==> src/rtl/pll_pkg.sv <==
// Shared types and constants for the EHXPLLL fabric controller.
package pll_pkg;

  typedef enum logic [2:0] {
    RESET,
    WAIT_LOCK,
    LOCKED,
    SETUP,
    PULSE,
    GAP
  } pll_state_e;

  localparam logic [1:0] SEL_CLKOP  = 2'd0;
  localparam logic [1:0] SEL_CLKOS  = 2'd1;
  localparam logic [1:0] SEL_CLKOS2 = 2'd2;
  localparam logic [1:0] SEL_CLKOS3 = 2'd3;

  localparam logic DIR_DELAY   = 1'b0;
  localparam logic DIR_ADVANCE = 1'b1;

  typedef struct packed {
    logic [1:0] sel;
    logic       dir;
  } phase_cfg_t;

  function automatic int unsigned max_of(input int unsigned a, input int unsigned b);
    return (a > b) ? a : b;
  endfunction

endpackage

==> src/rtl/pll_ctrl_if.sv <==
// Phase-step request channel: valid/ready request plus completion pulse.
interface pll_ctrl_if #(parameter int STEP_W = 8);
  logic              req_valid;
  logic              req_ready;
  logic [1:0]        req_sel;
  logic              req_dir;
  logic [STEP_W-1:0] req_steps;
  logic              req_done;

  modport master (output req_valid, req_sel, req_dir, req_steps,
                  input  req_ready, req_done);
  modport slave  (input  req_valid, req_sel, req_dir, req_steps,
                  output req_ready, req_done);
endinterface

==> src/rtl/pll_lock_sync.sv <==
// LOCK synchronizer; with PLL_LOCK_FILTER_EN defined, acquisition also needs
// LOCK_STABLE consecutive high samples.
module pll_lock_sync #(
  parameter int LOCK_STABLE = 256
) (
  input  logic clk,
  input  logic rst_n,
  input  logic pll_lock_i,
  output logic lock_s_o,
  output logic lock_ok_o
);

  logic [1:0] sync_q;

  always_ff @(posedge clk or negedge rst_n) begin
    if (!rst_n) sync_q <= '0;
    else        sync_q <= {sync_q[0], pll_lock_i};
  end

  assign lock_s_o = sync_q[1];

`ifdef PLL_LOCK_FILTER_EN
  localparam int SW = (LOCK_STABLE > 1) ? $clog2(LOCK_STABLE) : 1;
  localparam logic [SW-1:0] STAB_MAX = SW'(LOCK_STABLE - 1);

  logic [SW-1:0] stab_q;

  // Counts prior high samples; qualification needs the current one high too.
  always_ff @(posedge clk or negedge rst_n) begin
    if (!rst_n)                stab_q <= '0;
    else if (!lock_s_o)        stab_q <= '0;
    else if (stab_q != STAB_MAX) stab_q <= stab_q + 1'b1;
  end

  assign lock_ok_o = lock_s_o && (stab_q == STAB_MAX);
`else
  assign lock_ok_o = lock_s_o & (LOCK_STABLE >= 1);
`endif

endmodule

==> src/rtl/pll_ctrl.sv <==
// EHXPLLL reset/lock sequencer with dynamic phase-step port.
// Optional lock stability filter: define PLL_LOCK_FILTER_EN.
module pll_ctrl import pll_pkg::*; #(
  parameter int RST_CYCLES   = 16,
  parameter int LOCK_TIMEOUT = 4096,
  parameter int STEP_SETUP   = 2,
  parameter int STEP_PULSE   = 2,
  parameter int STEP_GAP     = 4,
  parameter int STEP_W       = 8,
  parameter int LOCK_STABLE  = 256
) (
  input  logic       clk,
  input  logic       rst_n,
  input  logic       pll_lock,
  output logic       pll_rst,
  output logic [1:0] phasesel,
  output logic       phasedir,
  output logic       phasestep,
  output logic       locked,
  output logic [7:0] retry_cnt,
  pll_ctrl_if.slave  req
);

  localparam int unsigned T_MAX = max_of(max_of(RST_CYCLES, LOCK_TIMEOUT),
                                         max_of(STEP_SETUP, max_of(STEP_PULSE, STEP_GAP)));
  localparam int CNT_W = $clog2(T_MAX + 1);

  localparam logic [CNT_W-1:0] RST_LAST   = CNT_W'(RST_CYCLES - 1);
  localparam logic [CNT_W-1:0] TO_LAST    = CNT_W'(LOCK_TIMEOUT - 1);
  localparam logic [CNT_W-1:0] SETUP_LAST = CNT_W'(STEP_SETUP - 1);
  localparam logic [CNT_W-1:0] PULSE_LAST = CNT_W'(STEP_PULSE - 1);
  localparam logic [CNT_W-1:0] GAP_LAST   = CNT_W'(STEP_GAP - 1);

  pll_state_e        state_q, state_d;
  logic [CNT_W-1:0]  cnt_q, cnt_d;
  phase_cfg_t        cfg_q, cfg_d;
  logic [STEP_W-1:0] rem_q, rem_d;
  logic [7:0]        retry_q, retry_d;
  logic              done_q, done_d;
  logic              lock_s, lock_ok, accept;

  pll_lock_sync #(.LOCK_STABLE(LOCK_STABLE)) u_lock_sync (
    .clk        (clk),
    .rst_n      (rst_n),
    .pll_lock_i (pll_lock),
    .lock_s_o   (lock_s),
    .lock_ok_o  (lock_ok)
  );

  always_ff @(posedge clk or negedge rst_n) begin
    if (!rst_n) begin
      state_q <= RESET;
      cnt_q   <= '0;
      cfg_q   <= '0;
      rem_q   <= '0;
      retry_q <= '0;
      done_q  <= 1'b0;
    end else begin
      state_q <= state_d;
      cnt_q   <= cnt_d;
      cfg_q   <= cfg_d;
      rem_q   <= rem_d;
      retry_q <= retry_d;
      done_q  <= done_d;
    end
  end

  assign accept = req.req_valid && (state_q == LOCKED) && lock_s;

  always_comb begin
    state_d = state_q;
    cnt_d   = cnt_q + 1'b1;
    cfg_d   = cfg_q;
    rem_d   = rem_q;
    retry_d = retry_q;
    done_d  = 1'b0;
    case (state_q)
      RESET: if (cnt_q == RST_LAST) begin
        state_d = WAIT_LOCK;
        cnt_d   = '0;
      end
      WAIT_LOCK: begin
        if (lock_ok) begin
          state_d = LOCKED;
          cnt_d   = '0;
        end else if (cnt_q == TO_LAST) begin
          state_d = RESET;
          cnt_d   = '0;
          if (retry_q != 8'hFF) retry_d = retry_q + 8'd1;
        end
      end
      LOCKED: begin
        cnt_d = '0;
        if (accept) begin
          rem_d = req.req_steps;
          // Zero-step requests complete in place and leave the phase pins alone.
          if (req.req_steps == '0) begin
            done_d = 1'b1;
          end else begin
            cfg_d   = '{sel: req.req_sel, dir: req.req_dir};
            state_d = SETUP;
          end
        end
      end
      SETUP: if (cnt_q == SETUP_LAST) begin
        state_d = PULSE;
        cnt_d   = '0;
      end
      PULSE: if (cnt_q == PULSE_LAST) begin
        state_d = GAP;
        cnt_d   = '0;
        rem_d   = rem_q - 1'b1;
      end
      GAP: if (cnt_q == GAP_LAST) begin
        cnt_d = '0;
        if (rem_q != '0) begin
          state_d = PULSE;
        end else begin
          state_d = LOCKED;
          done_d  = 1'b1;
        end
      end
      default: begin
        state_d = RESET;
        cnt_d   = '0;
      end
    endcase
    // Lock loss aborts any request silently; it is not a timeout retry.
    if ((state_q inside {LOCKED, SETUP, PULSE, GAP}) && !lock_s) begin
      state_d = RESET;
      cnt_d   = '0;
      cfg_d   = cfg_q;
      done_d  = 1'b0;
    end
  end

  always_comb begin
    pll_rst       = (state_q == RESET);
    locked        = state_q inside {LOCKED, SETUP, PULSE, GAP};
    req.req_ready = (state_q == LOCKED) && lock_s;
    phasestep     = (state_q == PULSE);
    phasesel      = cfg_q.sel;
    phasedir      = cfg_q.dir;
    req.req_done  = done_q;
    retry_cnt     = retry_q;
  end

endmodule

==> src/flat_wrapper.sv <==
// flat-port wrapper written by rule: the top's interface ports become plain ports
module pll_ctrl_flat import pll_pkg::*;
#(
  parameter int RST_CYCLES   = 16,
  parameter int LOCK_TIMEOUT = 4096,
  parameter int STEP_SETUP   = 2,
  parameter int STEP_PULSE   = 2,
  parameter int STEP_GAP     = 4,
  parameter int STEP_W       = 8,
  parameter int LOCK_STABLE  = 256
)
  (clk, rst_n, pll_lock, pll_rst, phasesel, phasedir, phasestep, locked, retry_cnt, req_req_valid, req_req_sel, req_req_dir, req_req_steps, req_req_ready, req_req_done);
  pll_ctrl_if #(.STEP_W(STEP_W)) req_i ();
  input  logic clk;
  input  logic rst_n;
  input  logic pll_lock;
  output logic pll_rst;
  output logic [1:0] phasesel;
  output logic phasedir;
  output logic phasestep;
  output logic locked;
  output logic [7:0] retry_cnt;
  input wire logic [$bits(req_i.req_valid)-1:0] req_req_valid;
  input wire logic [$bits(req_i.req_sel)-1:0] req_req_sel;
  input wire logic [$bits(req_i.req_dir)-1:0] req_req_dir;
  input wire logic [$bits(req_i.req_steps)-1:0] req_req_steps;
  output wire logic [$bits(req_i.req_ready)-1:0] req_req_ready;
  output wire logic [$bits(req_i.req_done)-1:0] req_req_done;
  assign req_i.req_valid = req_req_valid;
  assign req_i.req_sel = req_req_sel;
  assign req_i.req_dir = req_req_dir;
  assign req_i.req_steps = req_req_steps;
  assign req_req_ready = req_i.req_ready;
  assign req_req_done = req_i.req_done;
  pll_ctrl #(.RST_CYCLES(RST_CYCLES), .LOCK_TIMEOUT(LOCK_TIMEOUT), .STEP_SETUP(STEP_SETUP), .STEP_PULSE(STEP_PULSE), .STEP_GAP(STEP_GAP), .STEP_W(STEP_W), .LOCK_STABLE(LOCK_STABLE)) u_core (.clk(clk), .rst_n(rst_n), .pll_lock(pll_lock), .pll_rst(pll_rst), .phasesel(phasesel), .phasedir(phasedir), .phasestep(phasestep), .locked(locked), .retry_cnt(retry_cnt), .req(req_i));
endmodule
==> config.mk <==
export PLATFORM = sky130hd
export DESIGN_NAME = pll_ctrl_flat
export DESIGN_NICKNAME = d
export VERILOG_FILES = /design/src/rtl/pll_pkg.sv /design/src/rtl/pll_ctrl_if.sv /design/src/rtl/pll_lock_sync.sv /design/src/rtl/pll_ctrl.sv /design/src/flat_wrapper.sv
export SDC_FILE = /design/constraint.sdc
export NUM_CORES = 1
export LEC_CHECK = 0
export ABC_AREA = 0
export BUFFER_PORTS_ARGS = -buffer_cell sky130_fd_sc_hd__buf_4
export CORE_UTILIZATION = 32
export CTS_CLUSTER_DIAMETER = 150
export DETAILED_ROUTE_END_ITERATION = 10
export GPL_TIMING_DRIVEN = 0
export SLEW_MARGIN = 20
export SYNTH_ARGS = -nofsm -noshare
export SYNTH_HDL_FRONTEND = slang
export SYNTH_SLANG_ARGS = --single-unit
==> constraint.sdc <==
create_clock -name clk -period 5.59 [get_ports clk]
set_input_delay 0.8385 -clock clk [delete_from_list [all_inputs] [get_ports clk]]
set_output_delay 0.8385 -clock clk [all_outputs]
set_load 0.03 [all_outputs]
=== Yosys cells after proc, flatten, opt, wreduce, memory -nomap -nowiden ===
Cells that the tools add are included.

* Reductions and logical operators: 15
* Equality and inequality tests: 19
* Bitwise operators: 3
* Add/sub/neg operators: 3
* Multiplexer cells: 27

{| class="wikitable"
|+ Operators by type and width
! kind !! count
|-
| 13-bit two-way mux || 6
|-
| 13-bit case mux with 4 select lines || 1
|-
| 3-bit two-way mux || 10
|-
| 3-bit case mux with 6 select lines || 1
|-
| 8-bit two-way mux || 2
|-
| 8-bit case mux with 2 select lines || 1
|-
| 13-bit by 1-bit adder with 13-bit output, second input constant || 1
|-
| 13-bit by 1-bit equality test with 1-bit output, second input constant || 1
|-
| 13-bit by 12-bit equality test with 1-bit output, second input constant || 1
|-
| 13-bit by 2-bit equality test with 1-bit output, second input constant || 1
|-
| 13-bit by 4-bit equality test with 1-bit output, second input constant || 1
|-
| 3-bit by 2-bit != test with 1-bit output, second input constant || 3
|-
| 8-bit by 1-bit adder with 8-bit output, second input constant || 1
|-
| 8-bit logical NOT || 1
|-
| 8-bit != test, second input constant || 1
|-
| 4-bit AND reduction || 2
|-
| 8-bit nonzero test || 1
|-
| 8-bit by 1-bit subtractor with 8-bit output, second input constant || 1
|-
| 7-bit AND reduction || 1
|-
| 3-bit by 2-bit equality test with 1-bit output, second input constant || 2
|-
| 3-bit equality test, second input constant || 2
|-
| 3-bit by 1-bit != test with 1-bit output, second input constant || 2
|-
| 1-bit two-way mux || 5
|-
| 1-bit logical AND || 4
|-
| other kinds (12) || 15
|}

* Bits in registers: 38

=== Logic depth before layout (Yosys ltp) ===
* Depth in word-level cells: 6
* Gate-level depth with buffers: 8
* Gate-level depth less buffers: 7

=== By module ===
A second synthesis with hierarchy kept.

* Cells, all modules: 209
* Area, all modules: 2038.2 um2

{| class="wikitable"
|+ By module, submodules not included
! module !! area an instance (um2) !! instances !! cells each !! seq. area each (um2)
|-
| pll_ctrl || 1980.6 || 1 || 206 || 900.9
|-
| pll_lock_sync || 57.6 || 1 || 3 || 50.0
|}

=== Worst setup path before layout ===
OpenSTA, ideal clock, no wires.

* Kind: register to output
* From: register u_core.state_q[2]
* To: output port req_req_ready
* Data required time: 4.752 ns
* Buffers on the path: 1
* Setup slack: 3.438 ns
* Data arrival time: 1.314 ns
* Stages on the path, launching flop included: 4
* Path through: dfrtp_1 > clkbuf_1 > nand2b_1 > nor2_1

* Longest elaborated chain between the ends: 2

{| class="wikitable"
|+ Ends and longest elaborated chain
! item !! RTL line !! text
|-
| start: declaration || pll_ctrl.sv:34 || <nowiki>pll_state_e state_q, state_d;</nowiki>
|-
| start signal: assignment || pll_ctrl.sv:59 || <nowiki>state_q <= state_d;</nowiki>
|-
| 3-bit by 2-bit equality test with 1-bit output || pll_ctrl.sv:140 || <nowiki>req.req_ready = (state_q == LOCKED) && lock_s;</nowiki>
|-
| 1-bit logical AND || pll_ctrl.sv:140 ||
|-
| end: declaration || flat_wrapper.sv:27 || <nowiki>output wire logic [$bits(req_i.req_ready)-1:0] req_req_ready;</nowiki>
|}

No other way between the ends.

=== Final worst setup path ===
* From: register u_core.state_q[0]
* To: output port req_req_ready

The elaborated chain is that of the path after synthesis.

==> results.yml <==
power:
  power_density_nw_per_um2: 396
  leakage_nw: 1.13
  power_w: 0.00101
  vdd_drop_max_v: 0.000161
sta:
  clock.fmax_mhz: 381
  skew_ps: 11.8
  slew_headroom: 0.659
  min_period_ps: 2630
  finalSetupViolCount: 0
  worst_pin_slew_ps: 507
  setup_tns_ps: 0
  rsz0062_at_grt: "no"
  post-route-period-util: 0.470
  final_hold_viol_count: 0
  maxSlewViolCount: 0
  whs_ps: 350
yosys:
  synth_area_um2: 2110
  syn_nets: 246
  yosys.area.top_type: "dfrtp_1"
  yosysWarnings: 0
  synth_async_sr_flop_share: 1.00
  syn_area_per_cell_um2: 9.34
  synth_top_area_share: 0.451
  synthDistinctLibCells: 41
  synth_area_leaders: "dfrtp_1 45%, nor2_1 6.0%, xnor2_1 5.8%"
  synth_ff_type: "dfrtp_1"
  ys_seq_area_frac: 0.451
  ys_ff_latch: 38
  synth-edff-count: 0
  netlist_instances: 226
finish:
  final_common_cell: "dfrtp_1"
  n_fill_cell: 649
  final_cell_mix: "38 x dfrtp_1, 34 x nor2_1, 30 x buf_4"
  stdcell_area_um2: 2540
  diodes: 0
  area_growth_syn_to_layout_pct: 20.6
  nets: 283
  drive_gt1_frac: 0.186
critical_path:
  critical-path-top-delay-family: "simple AND/OR/NAND/NOR gates"
  crit_start: "u_core.state_q[0]"
  critical_path.cell_chain: "clkbuf_1 -> nand2b_1 -> nor2_1 -> buf_4"
  path_max_fanout: 10
  crit_path_start_kind: "flip-flop"
  cp.arrival_ps: 1790
  worstSetupPathType: "reg -> out"
  cpMaxStageDelayCell: "nor2_1"
  crit_buf_inv: 2
  critPathRequiredTime_ps: 4750
  max_stage_delay_ps: 410
  end_kind: "output pin"
  reg2reg_from: "u_core.cnt_q[0]"
cts:
  worstSkewPairLatency_ps: 290
  cts_hold_buf: 0
  clockRootBuffer: "clkbuf_8"
  clkSinkCount: 38
  clk_pin_slew_ps: 80
  cts_buffer_depth: 2
  cts_setup_buffers: 0
  ctsResizeCount: 0
  cts_tree: "done"
  cts_inserted_buffers: 5
  h-tree-depth: 2
global_route:
  grt_pass1_wl_mm: 7.51
  antenna_found_initial: 0
  track_usage: 0.133
  grt_pass1_vias: 1682
  grt_max_degree: 39
  overflow: 0
min_path:
  worstHoldStart: "u_core.u_lock_sync.sync_q[0]"
  min_path_type: "reg -> reg"
routing:
  wirelength_mm: 4.34
  drc_errors: 0
  wl_per_cell_um: 12.8
  ant_nets: 0
  vias: 1745
  dr.pass1.iters: 7
  vias_per_cell: 5.13
  drt_iter0_markers: 83
job:
  cap_violations: 0
die:
  fp.dieW_um: 83.2
  placementRows: 29
  ios: 31
  dieHeight_um: 83.2
  start_util: 0.332
  dieArea_um2: 6920
  coreArea_um2: 6350
place:
  dp_hpwl_mm: 3.19
  port_buffers: 30
  postPlaceCellArea_um2: 2430
  gp_congestion: 0.841
outcome:
  status: "finished, final reports clean"
[logic make-up (layout without fill, tap and decap cells)]
logic type / count (synthesis) / after routing / synth area share
and+or+nand+nor: 93 / 93 / 0.239
AOI/OAI and AO/OA: 41 / 41 / 0.124
DFF: 38 / 38 / 0.451
buffers and inverters: 23 / 60 / 0.0427
xor gates and xnor gates: 20 / 20 / 0.0830
muxes: 6 / 6 / 0.0314
adders and majority gates: 5 / 5 / 0.0296
[final timing paths]
check,endpoint,slack [ps],cells past startpoint
max in group asynchronous,u_core.cnt_q[5],4740,1
setup reg to reg,u_core.cnt_q[7],3310,7
setup / recovery,req_req_ready,2960,4
min in group asynchronous,u_core.rem_q[2],510,1
hold reg to reg,u_core.u_lock_sync.sync_q[1],350,0
hold / removal,u_core.u_lock_sync.sync_q[1],350,0
[layout make-up]
class	count	area, um2	area share
multi-input cells	165	1070	0.420
flip-flops and latches	38	951	0.374
repair buffers	30	225	0.0885
well taps	77	96.3	0.0379
clock buffers	6	82.6	0.0324
plain buffers	12	48.8	0.0192
inverters	11	41.3	0.0162
clock inverters	1	30.0	0.0118
[state kept, by name, summed over array words and instances (netlist names)]
register and count:
u_core.u_lock_sync.sync_q 2, u_core.phasesel 2, u_core.cnt_q 13, u_core.rem_q 8, u_core.state_q 3, u_core.phasedir 1, u_core.retry_cnt 8, u_core.req.req_done 1
[synth_stat cells, drive strengths merged (4+ instances only)]
| master | count |
|---|---|
| dfrtp | 38 |
| nor2 | 34 |
| xnor2 | 14 |
| a21oi | 13 |
| o21ai | 12 |
| inv | 11 |
| nand3 | 10 |
| nand4 | 10 |
| clkbuf | 9 |
| nand2 | 9 |
| nor4 | 7 |
| xor2 | 6 |
| ha | 5 |
| mux2 | 5 |
| nand2b | 5 |
| and3 | 4 |
[routing by layer]
layer | track usage | share of wire | vias to the layer above
met5 | 0 | 0 | -
met4 | 0.0470 | 0.0094 | 0
met3 | 0.0328 | 0.045 | 4
met2 | 0.209 | 0.45 | 41
met1 | 0.178 | 0.49 | 823
li1 | - | - | 877
[power by group]
group	leakage, nW	switching (W)	internal [W]
logic	0.579	0.000247	0.000156
clock network	0.0573	0.0000906	0.000143
registers	0.498	0.0000390	0.000332
total	1.13	0.000377	0.000630
[per-stage QoR]
stage	cells	worst slack [ps]	utilization
after floorplan	226	3440	-
after global placement	333	3270	0.383
after detailed placement	333	3250	0.383
after CTS	340	2970	0.401
after global routing	340	2830	0.401
final	340	2960	0.401
No activity file was read; power rests on OpenSTA's default activity.
